<file path="src/rtl/ped_request_ctrl.sv">
// Pedestrian request front end for the traffic controller.
// Each road's push-button is synchronised and debounced. The resulting request is
// latched until the controller acknowledges it. A request is flagged urgent after
// MAX_WAIT one-second ticks. ctrl_enable wakes the controller on demand or in auto mode.
module ped_request_ctrl #(
    parameter int DEB_CYCLES = 4,
    parameter int DEB_BITS   = 20,
    parameter int MAX_WAIT   = 30,
    parameter int WAIT_BITS  = 5
) (
    input  logic       clk,
    input  logic       rst,
    input  logic       tick_1s,
    input  logic [1:0] btn_raw,
    input  logic [1:0] walk_ack,
    input  logic       auto_mode,
    output logic [1:0] req_pending,
    output logic [1:0] urgent,
    output logic       ctrl_enable
);

    typedef enum logic [1:0] {
        IDLE     = 2'd0,
        DEBOUNCE = 2'd1,
        PENDING  = 2'd2,
        SERVED   = 2'd3
    } road_state_e;

    localparam logic [DEB_BITS-1:0]  DEB_LAST = DEB_BITS'(DEB_CYCLES - 1);
    localparam logic [WAIT_BITS-1:0] WAIT_MAX = WAIT_BITS'(MAX_WAIT);

    logic [1:0]           sync_meta_q, sync_meta_d;
    logic [1:0]           sync_q, sync_d;
    road_state_e          state_q [2];
    road_state_e          state_d [2];
    logic [DEB_BITS-1:0]  deb_cnt_q [2];
    logic [DEB_BITS-1:0]  deb_cnt_d [2];
    logic [WAIT_BITS-1:0] wait_cnt_q [2];
    logic [WAIT_BITS-1:0] wait_cnt_d [2];
    logic [1:0]           req_pending_q, req_pending_d;
    logic [1:0]           urgent_q, urgent_d;
    logic                 ctrl_enable_q, ctrl_enable_d;

    // Two-flop synchroniser chain for the raw asynchronous buttons
    always_comb begin
        sync_meta_d = btn_raw;
        sync_d      = sync_meta_q;
    end

    // Per-road request FSM: debounce the press, hold the request, then require a stable release
    always_comb begin
        for (int i = 0; i < 2; i++) begin
            state_d[i]    = state_q[i];
            deb_cnt_d[i]  = deb_cnt_q[i];
            wait_cnt_d[i] = wait_cnt_q[i];
            case (state_q[i])
                IDLE: begin
                    if (sync_q[i]) begin
                        state_d[i]   = DEBOUNCE;
                        deb_cnt_d[i] = DEB_BITS'(1);
                    end
                end
                DEBOUNCE: begin
                    if (!sync_q[i]) begin
                        state_d[i]   = IDLE;
                        deb_cnt_d[i] = '0;
                    end else if (deb_cnt_q[i] == DEB_LAST) begin
                        state_d[i]   = PENDING;
                        deb_cnt_d[i] = '0;
                    end else begin
                        deb_cnt_d[i] = deb_cnt_q[i] + DEB_BITS'(1);
                    end
                end
                PENDING: begin
                    if (walk_ack[i]) begin
                        state_d[i]    = SERVED;
                        wait_cnt_d[i] = '0;
                    end else if (tick_1s && (wait_cnt_q[i] != WAIT_MAX)) begin
                        wait_cnt_d[i] = wait_cnt_q[i] + WAIT_BITS'(1);
                    end
                end
                SERVED: begin
                    if (sync_q[i]) begin
                        deb_cnt_d[i] = '0;
                    end else if (deb_cnt_q[i] == DEB_LAST) begin
                        state_d[i]   = IDLE;
                        deb_cnt_d[i] = '0;
                    end else begin
                        deb_cnt_d[i] = deb_cnt_q[i] + DEB_BITS'(1);
                    end
                end
                default: begin
                    state_d[i]    = IDLE;
                    deb_cnt_d[i]  = '0;
                    wait_cnt_d[i] = '0;
                end
            endcase
        end
    end

    // Registered outputs come from the next state, so they change on the same edge as the FSM
    always_comb begin
        req_pending_d = 2'b00;
        urgent_d      = 2'b00;
        for (int i = 0; i < 2; i++) begin
            req_pending_d[i] = (state_d[i] == PENDING);
            urgent_d[i]      = (state_d[i] == PENDING) && (wait_cnt_d[i] == WAIT_MAX);
        end
        ctrl_enable_d = auto_mode | req_pending_q[0] | req_pending_q[1];
    end

    // State register; reset drops every request immediately
    always_ff @(posedge clk or posedge rst) begin
        if (rst) begin
            sync_meta_q   <= 2'b00;
            sync_q        <= 2'b00;
            for (int i = 0; i < 2; i++) begin
                state_q[i]    <= IDLE;
                deb_cnt_q[i]  <= '0;
                wait_cnt_q[i] <= '0;
            end
            req_pending_q <= 2'b00;
            urgent_q      <= 2'b00;
            ctrl_enable_q <= 1'b0;
        end else begin
            sync_meta_q   <= sync_meta_d;
            sync_q        <= sync_d;
            for (int i = 0; i < 2; i++) begin
                state_q[i]    <= state_d[i];
                deb_cnt_q[i]  <= deb_cnt_d[i];
                wait_cnt_q[i] <= wait_cnt_d[i];
            end
            req_pending_q <= req_pending_d;
            urgent_q      <= urgent_d;
            ctrl_enable_q <= ctrl_enable_d;
        end
    end

    assign req_pending = req_pending_q;
    assign urgent      = urgent_q;
    assign ctrl_enable = ctrl_enable_q;

endmodule
</file>
<file path="config.mk">
export PLATFORM = sky130hd
export DESIGN_NAME = ped_request_ctrl
export DESIGN_NICKNAME = d
export VERILOG_FILES = /design/src/rtl/ped_request_ctrl.sv
export SDC_FILE = /design/constraint.sdc
export NUM_CORES = 1
export LEC_CHECK = 0
export CAP_MARGIN = 40
export CORE_MARGIN = 5
export CORE_UTILIZATION = 35
export DETAILED_ROUTE_END_ITERATION = 6
export GPL_TIMING_DRIVEN = 0
export PLACE_DENSITY_LB_ADDON = 0.08
export SYNTH_ARGS = -nofsm -noshare
export SYNTH_HDL_FRONTEND = slang
export SYNTH_SLANG_ARGS = --single-unit
</file>
<file path="constraint.sdc">
create_clock -name clk -period 6.3 [get_ports clk]
set_input_delay 1.26 -clock clk [delete_from_list [all_inputs] [get_ports clk]]
set_output_delay 1.26 -clock clk [all_outputs]
set_load 0.01 [all_outputs]
</file>
==> results.yml, run 1 <==
routing:
  drt.antenna.violating_nets: 0
  avgViaCountPerCell: 4.944
  drt-total-wl_microns: 6937
  drcViolationCount: 0
  dr.pass1.iters: 4
  vias: 2561
  drt_iter0_drc: 67
  routedWlPerCell_microns: 13.39
worst_setup_path:
  cp-end-kind: "flip-flop"
  cp-startpoint: "tick_1s"
  worstPathCellList: "clkdlybuf4s50_1 > nand3_1 > or3_1 > a2111oi_0 > and3_1"
  arrival_ns: 3.04
  cp_slowest_stage_delay_ns: 0.58
  slowest_stage: "clkdlybuf4s50_1"
  regToRegSetupSlack_ns: 3.97
  path_max_fanout: 6
  start_kind: "primary input"
  crit_required_ns: 6.58
  reg2reg_from: "deb_cnt_q[20]$_DFFE_PP0P_"
  path_class: "primary input to flip-flop"
  crit_end: "urgent[0]$_DFF_PP0_"
  r2r-end: "deb_cnt_q[24]$_DFFE_PP0P_"
  r2r_cells: 8
yosys:
  synth_nets: 375
  ys.flop_type: "dfrtp_1"
  avgSynthCellArea_sq_um: 9.337
  ys_seq_area_frac: 0.4677
  ys_types: 54
  postSynthCellCount: 361
  async_flop_share: 1.000
  synth_edf_count: 0
  ys_warn_count: 0
  ys_ff_latch: 63
  syn_area_sq_mm: 0.003371
sta:
  slew_viol_final: 0
  hold_viol_final: 0
  relSlewSlack: 0.4706
  fin_crit_ns: 2.759
  fin_crit_sh: 0.4379
  setup_tns_ns: 0
  max_slew.worst_pin.slew_ns: 0.7940
  final-setup-viol-count: 0
  fmax_mhz: 362.5
  rsz0062_at_grt: "false"
  finClkSkew_ns: 0.007042
place:
  globalplace.congestion: 0.8006
  place_hpwl_microns: 4799
  portBuffers: 12
  place_area_sq_mm: 0.003655
grt:
  antenna_found_initial: 0
  grt_overflow: 0
  grt_pass1_vias: 2594
  grt_pass1_wl_microns: 12360
  grt_start_max_net_pins: 64
  track_usage: 0.1342
power:
  leakage_nw: 1.591
  peakVddDrop_uv: 115.3
  power.density_mw_per_mm2: 319.3
final_layout:
  multi_input_area_sq_mm: 0.001694
  nets: 398
  final_layout_size_suffix_gt1_frac: 0.06684
  syn_to_final_growth_pct: 14.03
  nFillCells: 932
  postLayoutCellArea_sq_mm: 0.003844
  ff_latch_area_sq_mm: 0.001577
  n_antenna_cell: 0
clocking:
  cts.clk_slew.worst_paths_ns: 0.07
  post_cts_resized: 0
  cts_max_path_buffers: 2
  cts_buffers: 9
  cts_setup_buffers: 0
  root_buffer: "clkbuf_8"
  clock_sinks: 63
  h-tree-depth: 3
  cts_hold_buffers: 0
  cts_tree: "built"
  clkLatencyLatePin_ns: 0.34
floorplan:
  std_cell_rows: 35
  fp.coreArea_sq_mm: 0.009328
  die_y_microns: 108.1
  io_pins: 13
  die_area_sq_mm: 0.01169
  die_w_microns: 108.1
  initial_core_util: 0.3614
status:
  status: "completed"
job:
  max_cap_violations: 0
hold_path:
  hold_class: "flip-flop to flip-flop"
## worst min path at each step
stage	startpoint	end	cells after the start
after global routing	sync_d[1]$_DFF_PP0_	sync_q[1]$_DFF_PP0_	0
after global placement	sync_d[0]$_DFF_PP0_	sync_q[0]$_DFF_PP0_	0
after floorplan	sync_d[0]$_DFF_PP0_	sync_q[0]$_DFF_PP0_	0
after CTS	sync_d[0]$_DFF_PP0_	sync_q[0]$_DFF_PP0_	0
after detailed placement	sync_d[0]$_DFF_PP0_	sync_q[0]$_DFF_PP0_	0
final	sync_d[0]$_DFF_PP0_	sync_q[0]$_DFF_PP0_	0
## critical path, delay by kind of cell
family                 cells  cell delay, ns
AO/OA/AOI/OAI              1            0.41
buffers and inverters      1            0.58
AND/OR/NAND/NOR            3            0.78
## power breakdown
part / internal (W) / leakage [nW] / switching [W]
Combinational: 0.000143 / 0.648 / 0.000238
Sequential: 0.000457 / 0.847 / 0.0000485
Clock: 0.000181 / 0.0960 / 0.000160
Total: 0.000781 / 1.59 / 0.000447
## logic make-up (layout without fill, tap and decap cells)
kind of cell             count (synthesis)  count (layout)  share of synthesized area
XOR/XNOR                                34              34                    0.08835
buffers and inverters                   25              53                    0.02970
adder cells (fa/ha/maj)                  6               6                    0.02227
AO/OA/AOI/OAI                           43              43                    0.08501
multiplexers                             3               3                   0.009651
AND/OR/NAND/NOR                        187             187                     0.2973
flip-flops                              63              63                     0.4677
## layout by cell type (no fill, tap or decap), types with 3 or more instances in the layout
cell | netlist | layout
xor2_1 | 7 | 7
xnor2_1 | 27 | 27
a31oi_1 | 6 | 6
dfrtp_1 | 63 | 63
o21ai_0 | 4 | 4
nand2_1 | 25 | 25
clkbuf_1 | 9 | 10
a21oi_1 | 11 | 11
or4_1 | 3 | 3
and3_1 | 11 | 11
nor2_1 | 56 | 56
clkdlybuf4s50_1 | 0 | 12
nand4_1 | 6 | 6
nand2b_1 | 5 | 5
ha_1 | 6 | 6
nor3_1 | 19 | 19
nor2b_1 | 4 | 4
inv_1 | 11 | 10
nor4_1 | 11 | 11
nand3_1 | 17 | 17
and2_1 | 4 | 4
clkbuf_8 | 0 | 9
o2111ai_1 | 3 | 3
clkinv_2 | 0 | 3
and4_1 | 8 | 8
## per-layer routing
metal / share of wire / GRT usage / vias to the layer above / routed length [microns]
met5: 0 / 0 / - / 0
met4: 0.014 / 0.04869 / 0 / 97
met3: 0.027 / 0.03761 / 10 / 187
li1: - / - / 1319 / -
met1: 0.49 / 0.1737 / 1210 / 3420
met2: 0.47 / 0.2149 / 22 / 3231
## registers in the layout, indices dropped and copies added (netlist names)
signal / cells
req_pending: 2
state_q: 4
wait_cnt_q: 10
urgent: 2
ctrl_enable: 1
deb_cnt_q: 40
sync_d: 2
sync_q: 2
## stage by stage
stage	hold slack, ns	worst slack (ns)	utilization	power (W)	instances
after floorplan	0.3312	3.470	-	0.0007920	361
after global placement	0.3329	2.206	0.3915	0.0008921	502
after detailed placement	0.3472	3.194	0.3918	0.0008981	502
after CTS	0.3643	3.559	0.4121	0.001253	518
after global routing	0.3696	3.479	0.4121	0.001332	518
final	0.3587	3.541	0.4121	0.001227	518
## cell type report
type	count	share of cell area
inverters	13	0.01335
flip-flops and latches	63	0.4102
clock inverters	6	0.01595
multi-input cells	273	0.4408
plain buffers	12	0.01335
repair buffers	12	0.03125
well taps	129	0.04199
clock buffers	10	0.03320
## Yosys cell counts, types with 3 or more instances
master,n,area (sq um)
or4_1,3,22.52
nor2b_1,4,25.02
dfrtp_1,63,1577
o21ai_0,4,20.02
o2111ai_1,3,26.28
and3_1,11,68.82
ha_1,6,75.07
and2_1,4,25.02
inv_1,11,41.29
xnor2_1,27,236.5
nor3_1,19,95.09
a31oi_1,6,37.54
nand3_1,17,85.08
xor2_1,7,61.31
nand2_1,25,93.84
clkbuf_1,9,33.78
a21oi_1,11,55.05
nand4_1,6,37.54
and4_1,8,70.07
nand2b_1,5,31.28
nor2_1,56,210.2
nor4_1,11,68.82
No activity file was read; power rests on OpenSTA's default activity.
==> run 2, diff against run 1 <==
clock period = 2.53 ns   (was 6.3 ns; I/O delays follow)
==> run 2 against run 1 <==
Compared with the run above: non-clock buffer count is the same; largest cell class unchanged; count of clock-buffer cells in the layout is the same; flip-flop and latch count is the same; via count is the same; largest power group unchanged.
==> results.yml, run 2 (synthesis results as in run 1) <==
status:
  status: "completed"
worst_setup_path:
  start_kind: "flip-flop"
  path_max_fanout: 10
  worstPathCellList: "ha_1 > nor4b_1 > nand3_1 > nor2_2 > a21o_1 > clkbuf_1 > buf_2 > nor2_1"
  cp_slowest_stage_delay_ns: 0.39
  r2r-end: "deb_cnt_q[24]$_DFFE_PP0P_"
  crit_required_ns: 2.75
  worstSetupPathDepth: 8
  cp-startpoint: "deb_cnt_q[20]$_DFFE_PP0P_"
  cp_top_family: "simple AND/OR/NAND/NOR gates"
  slowest_stage: "dfrtp_1"
  cp-end-kind: "flip-flop"
  path_buf_inv: 2
  crit_end: "deb_cnt_q[24]$_DFFE_PP0P_"
  regToRegSetupSlack_ns: 0.31
  r2r_cells: 8
  arrival_ns: 2.45
  path_class: "flip-flop to flip-flop"
  reg2reg_from: "deb_cnt_q[20]$_DFFE_PP0P_"
hold_path:
  hold_class: "flip-flop to flip-flop"
  worstHoldStart: "sync_d[0]$_DFF_PP0_"
sta:
  relSlewSlack: 0.4706
  fin_crit_sh: 0.8780
  slew_viol_final: 0
  fmax_mhz: 450.2
  max_slew.worst_pin.slew_ns: 0.7942
  setup_slack_ns: 0.3087
  fin_crit_ns: 2.221
  finClkSkew_ns: 0.007084
  hold_viol_final: 0
  final-setup-viol-count: 0
  rsz0062_at_grt: "false"
final_layout:
  mostFrequentLayoutCells: "dfrtp_1 (63), nor2_1 (55), xnor2_1 (27), nand2_1 (25), nor3_1 (19)"
  final_common_cell: "dfrtp_1"
  top_regs: "deb_cnt_q (40), wait_cnt_q (10), state_q (4)"
  n_antenna_cell: 0
  largest_reg_flops: 40
  nets: 398
  final_layout_size_suffix_gt1_frac: 0.06941
  syn_to_final_growth_pct: 14.11
  top_register: "deb_cnt_q"
  fin_cells: 518
grt:
  grt_start_max_net_pins: 64
  grt_pass1_vias: 2594
  grt_pass1_wl_microns: 12360
  grt_overflow: 0
  antenna_found_initial: 0
  track_usage: 0.1342
clocking:
  post_cts_resized: 0
  cts_hold_buffers: 0
  cts_setup_buffers: 0
  cts.clk_slew.worst_paths_ns: 0.07
  clkLatencyLatePin_ns: 0.34
  root_buffer: "clkbuf_8"
  clock_sinks: 63
  h-tree-depth: 3
  cts_max_path_buffers: 2
  cts_buffers: 9
  cts_tree: "built"
floorplan:
  std_cell_rows: 35
  die_w_microns: 108.1
  io_pins: 13
  die_y_microns: 108.1
  die_area_sq_mm: 0.01169
  fp.coreArea_sq_mm: 0.009328
  initial_core_util: 0.3614
place:
  preCtsSetupSlack_ns: 0.1780
  portBuffers: 12
  place_hpwl_microns: 4799
  dp_cells: 502
  globalplace.congestion: 0.8006
routing:
  vias: 2561
  drt.antenna.violating_nets: 0
  drcViolationCount: 0
  dr.pass1.iters: 4
  avgViaCountPerCell: 4.944
  drt-total-wl_microns: 6934
  routedWlPerCell_microns: 13.39
  drt_iter0_drc: 66
job:
  max_cap_violations: 0
power:
  leakage_nw: 1.591
  power.total_w: 0.003057
  power.density_mw_per_mm2: 794.8
  peakVddDrop_uv: 287.2
run 2: changes by cell type in the layout (fill, tap and decap cells not counted):
cell	previous run	this run
nor2_2	0	1
nor2_1	56	55
run 2: worst min-delay path by stage:
stage,slack (ns),to,depth (start not counted)
after CTS,0.36,sync_q[0]$_DFF_PP0_,0
after global routing,0.37,sync_q[1]$_DFF_PP0_,0
final,0.36,sync_q[0]$_DFF_PP0_,0
after detailed placement,0.35,sync_q[0]$_DFF_PP0_,0
after global placement,0.33,sync_q[0]$_DFF_PP0_,0
after floorplan,0.33,sync_q[0]$_DFF_PP0_,0
run 2: metal layers:
metal	global-route usage	up-vias	share of wire
li1	-	1320	-
met1	0.1737	1209	0.49
met2	0.2149	22	0.47
met3	0.03761	10	0.027
met4	0.04869	0	0.014
met5	0	-	0
run 2: layout make-up:
| type | instances | area (sq um) |
|---|---|---|
| clock inverter | 6 | 61.31 |
| sequential | 63 | 1577 |
| clock buffer | 10 | 127.6 |
| buffer | 12 | 51.30 |
| fill | 931 | 5482 |
| tap | 129 | 161.4 |
| multi-input combinational | 273 | 1697 |
| inverter | 13 | 51.30 |
| timing repair buffer | 12 | 120.1 |
run 2: stage by stage:
stage / hold slack, ns / utilization / cell area (sq um) / setup TNS [ns]
2_1_floorplan: 0.3312 / - / 3371 / 0
3_3_place_gp: 0.3329 / 0.3915 / 3652 / -50.88
3_5_place_dp: 0.3472 / 0.3918 / 3655 / 0
4_1_cts: 0.3643 / 0.4121 / 3844 / 0
5_1_grt: 0.3696 / 0.4123 / 3846 / 0
6_report: 0.3587 / 0.4123 / 3846 / 0
run 2: report_power, final:
| part | internal, W | switching [W] |
|---|---|---|
| registers | 0.00114 | 0.000121 |
| logic | 0.000355 | 0.000593 |
| clock network | 0.000451 | 0.000399 |
==> run 3, diff against run 2 <==
CORE_UTILIZATION = 28   (was 35)
SLEW_MARGIN = 40   (was unset)
==> run 3 against run 2 <==
Compared with the run above: non-clock buffer count grew 1; critical path type unchanged; largest cell class unchanged; core utilization shrank 7.5 points; clock power grew 49%.
==> results.yml, run 3 (synthesis results as in run 1) <==
grt:
  grt_overflow: 0
  grt_pass1_wl_microns: 12880
  track_usage: 0.1134
  antenna_found_initial: 0
  grt_start_max_net_pins: 41
  grt_pass1_vias: 2586
sta:
  max_slew.worst_pin.slew_ns: 0.6366
  hold_viol_final: 0
  finClkSkew_ns: 0.006129
  final-setup-viol-count: 0
  fin_crit_sh: 0.8740
  setup_tns_ns: 0
  fmax_mhz: 452.3
  rsz0062_at_grt: "false"
  slew_viol_final: 0
  fin_crit_ns: 2.211
  relSlewSlack: 0.5752
worst_setup_path:
  crit_required_ns: 2.74
  arrival_ns: 2.42
  r2r_cells: 8
  regToRegSetupSlack_ns: 0.32
  path_max_fanout: 10
  reg2reg_from: "deb_cnt_q[20]$_DFFE_PP0P_"
  start_kind: "flip-flop"
  r2r-end: "deb_cnt_q[28]$_DFFE_PP0P_"
  path_class: "flip-flop to flip-flop"
  cp_slowest_stage_delay_ns: 0.39
  slowest_stage: "dfrtp_1"
  cp-end-kind: "flip-flop"
  worstPathCellList: "ha_1 > nor4b_1 > nand3_1 > nor2_2 > a21o_1 > clkbuf_1 > buf_2 > nor2_1"
final_layout:
  final_layout_size_suffix_gt1_frac: 0.07179
  nFillCells: 1259
  top_register: "deb_cnt_q"
  largest_reg_flops: 40
  fin_util: 0.3369
  nets: 399
  final_common_cell: "dfrtp_1"
  top_regs: "deb_cnt_q (40), wait_cnt_q (10), state_q (4)"
  n_antenna_cell: 0
  mostFrequentLayoutCells: "dfrtp_1 (63), nor2_1 (55), xnor2_1 (27), nand2_1 (25), nor3_1 (19)"
  syn_to_final_growth_pct: 19.04
clocking:
  cts_max_path_buffers: 2
  root_buffer: "clkbuf_16"
  cts_tree: "built"
  h-tree-depth: 3
  cts.clk_slew.worst_paths_ns: 0.05
  cts_hold_buffers: 0
  clock_sinks: 63
  cts_setup_buffers: 0
  clkLatencyLatePin_ns: 0.33
  cts_buffers: 9
floorplan:
  std_cell_rows: 40
  die_y_microns: 119.7
  initial_core_util: 0.2830
  fp.coreArea_sq_mm: 0.01191
  die_w_microns: 119.7
  io_pins: 13
  die_area_sq_mm: 0.01433
power:
  peakVddDrop_uv: 372.5
  power.density_mw_per_mm2: 870.5
  leakage_nw: 1.660
  power.total_w: 0.003493
routing:
  avgViaCountPerCell: 4.844
  routedWlPerCell_microns: 13.89
  vias: 2601
  drt-total-wl_microns: 7460
  drt.antenna.violating_nets: 0
  drt_iter0_drc: 109
  dr.pass1.iters: 4
  drcViolationCount: 0
hold_path:
  hold_class: "flip-flop to flip-flop"
  min_to: "sync_q[1]$_DFF_PP0_"
  worst_hold_path.num_cells: 0
  worstHoldStart: "sync_d[1]$_DFF_PP0_"
place:
  globalplace.congestion: 0.8505
  portBuffers: 12
  place_hpwl_microns: 5206
job:
  max_cap_violations: 0
status:
  status: "completed"
==> run 3: cell count changes in the layout (fill, tap and decap cells not counted) <==
cell | previous run | this run
buf_12 | 0 | 1
inv_4 | 1 | 0
clkbuf_16 | 0 | 9
clkbuf_8 | 9 | 3
clkinv_2 | 3 | 2
clkinvlp_4 | 1 | 0
clkinv_4 | 1 | 0
inv_6 | 0 | 1
==> run 3: layout make-up <==
type,instances,area [sq um],share of cell area
clock buffers,13,270.3,0.06735
well taps,147,183.9,0.04584
inverters,13,53.80,0.01341
flip-flops and latches,63,1577,0.3929
plain buffers,12,51.30,0.01278
repair buffers,13,140.1,0.03492
multi-input cells,273,1697,0.4228
clock inverters,3,40.04,0.009978
==> run 3: per-stage QoR <==
step | setup slack [ns] | std cells | instance area [sq um] | hold WS (ns)
2_1_floorplan | 0.4543 | 361 | 3371 | 0.3312
4_1_cts | 0.1350 | 537 | 4010 | 0.3526
3_5_place_dp | 0.1642 | 521 | 3700 | 0.3402
6_report | 0.3189 | 537 | 4013 | 0.3526
5_1_grt | 0.03312 | 537 | 4013 | 0.3678
3_3_place_gp | -0.8760 | 520 | 3675 | 0.3332
==> run 3: worst max path at each step <==
| stage | from | endpoint | slack (ns) |
|---|---|---|---|
| 2_1_floorplan | rst | ctrl_enable$_DFF_PP0_ | 0.45 |
| 3_3_place_gp | rst | deb_cnt_q[11]$_DFFE_PP0P_ | -0.88 |
| 3_5_place_dp | deb_cnt_q[20]$_DFFE_PP0P_ | deb_cnt_q[28]$_DFFE_PP0P_ | 0.16 |
| 4_1_cts | deb_cnt_q[20]$_DFFE_PP0P_ | deb_cnt_q[28]$_DFFE_PP0P_ | 0.13 |
| 5_1_grt | deb_cnt_q[20]$_DFFE_PP0P_ | deb_cnt_q[26]$_DFFE_PP0P_ | 0.03 |
| 6_report | deb_cnt_q[20]$_DFFE_PP0P_ | deb_cnt_q[28]$_DFFE_PP0P_ | 0.32 |
==> run 3: metal layers <==
layer | vias to the layer above | track usage | part of all wire
met4 | 0 | 0.03937 | 0.014
met3 | 8 | 0.04241 | 0.035
li1 | 1321 | - | -
met2 | 28 | 0.1744 | 0.46
met1 | 1244 | 0.1464 | 0.49
met5 | - | 0 | 0
==> run 3: where the power goes <==
| part | internal [W] | leakage, nW | switching (W) | total, W |
|---|---|---|---|---|
| registers | 0.00114 | 0.847 | 0.000121 | 0.00126 |
| logic | 0.000360 | 0.657 | 0.000602 | 0.000961 |
| clock network | 0.000839 | 0.156 | 0.000431 | 0.00127 |
==> run 3: worst max-delay path, delay by kind of cell (launching register included) <==
kind / cells / cell delay (ns)
flip-flops: 1 / 0.39
buffers and inverters: 2 / 0.59
adder cells (fa/ha/maj): 1 / 0.21
AND/OR/NAND/NOR: 4 / 0.73
AO/OA/AOI/OAI: 1 / 0.17
==> run 3: repair_timing <==
item | 4_1_cts | 5_1_grt
endpoints found under the hold margin | 0 | 0
endpoints found under the setup margin | 0 | 10
resized for setup | 0 | 1
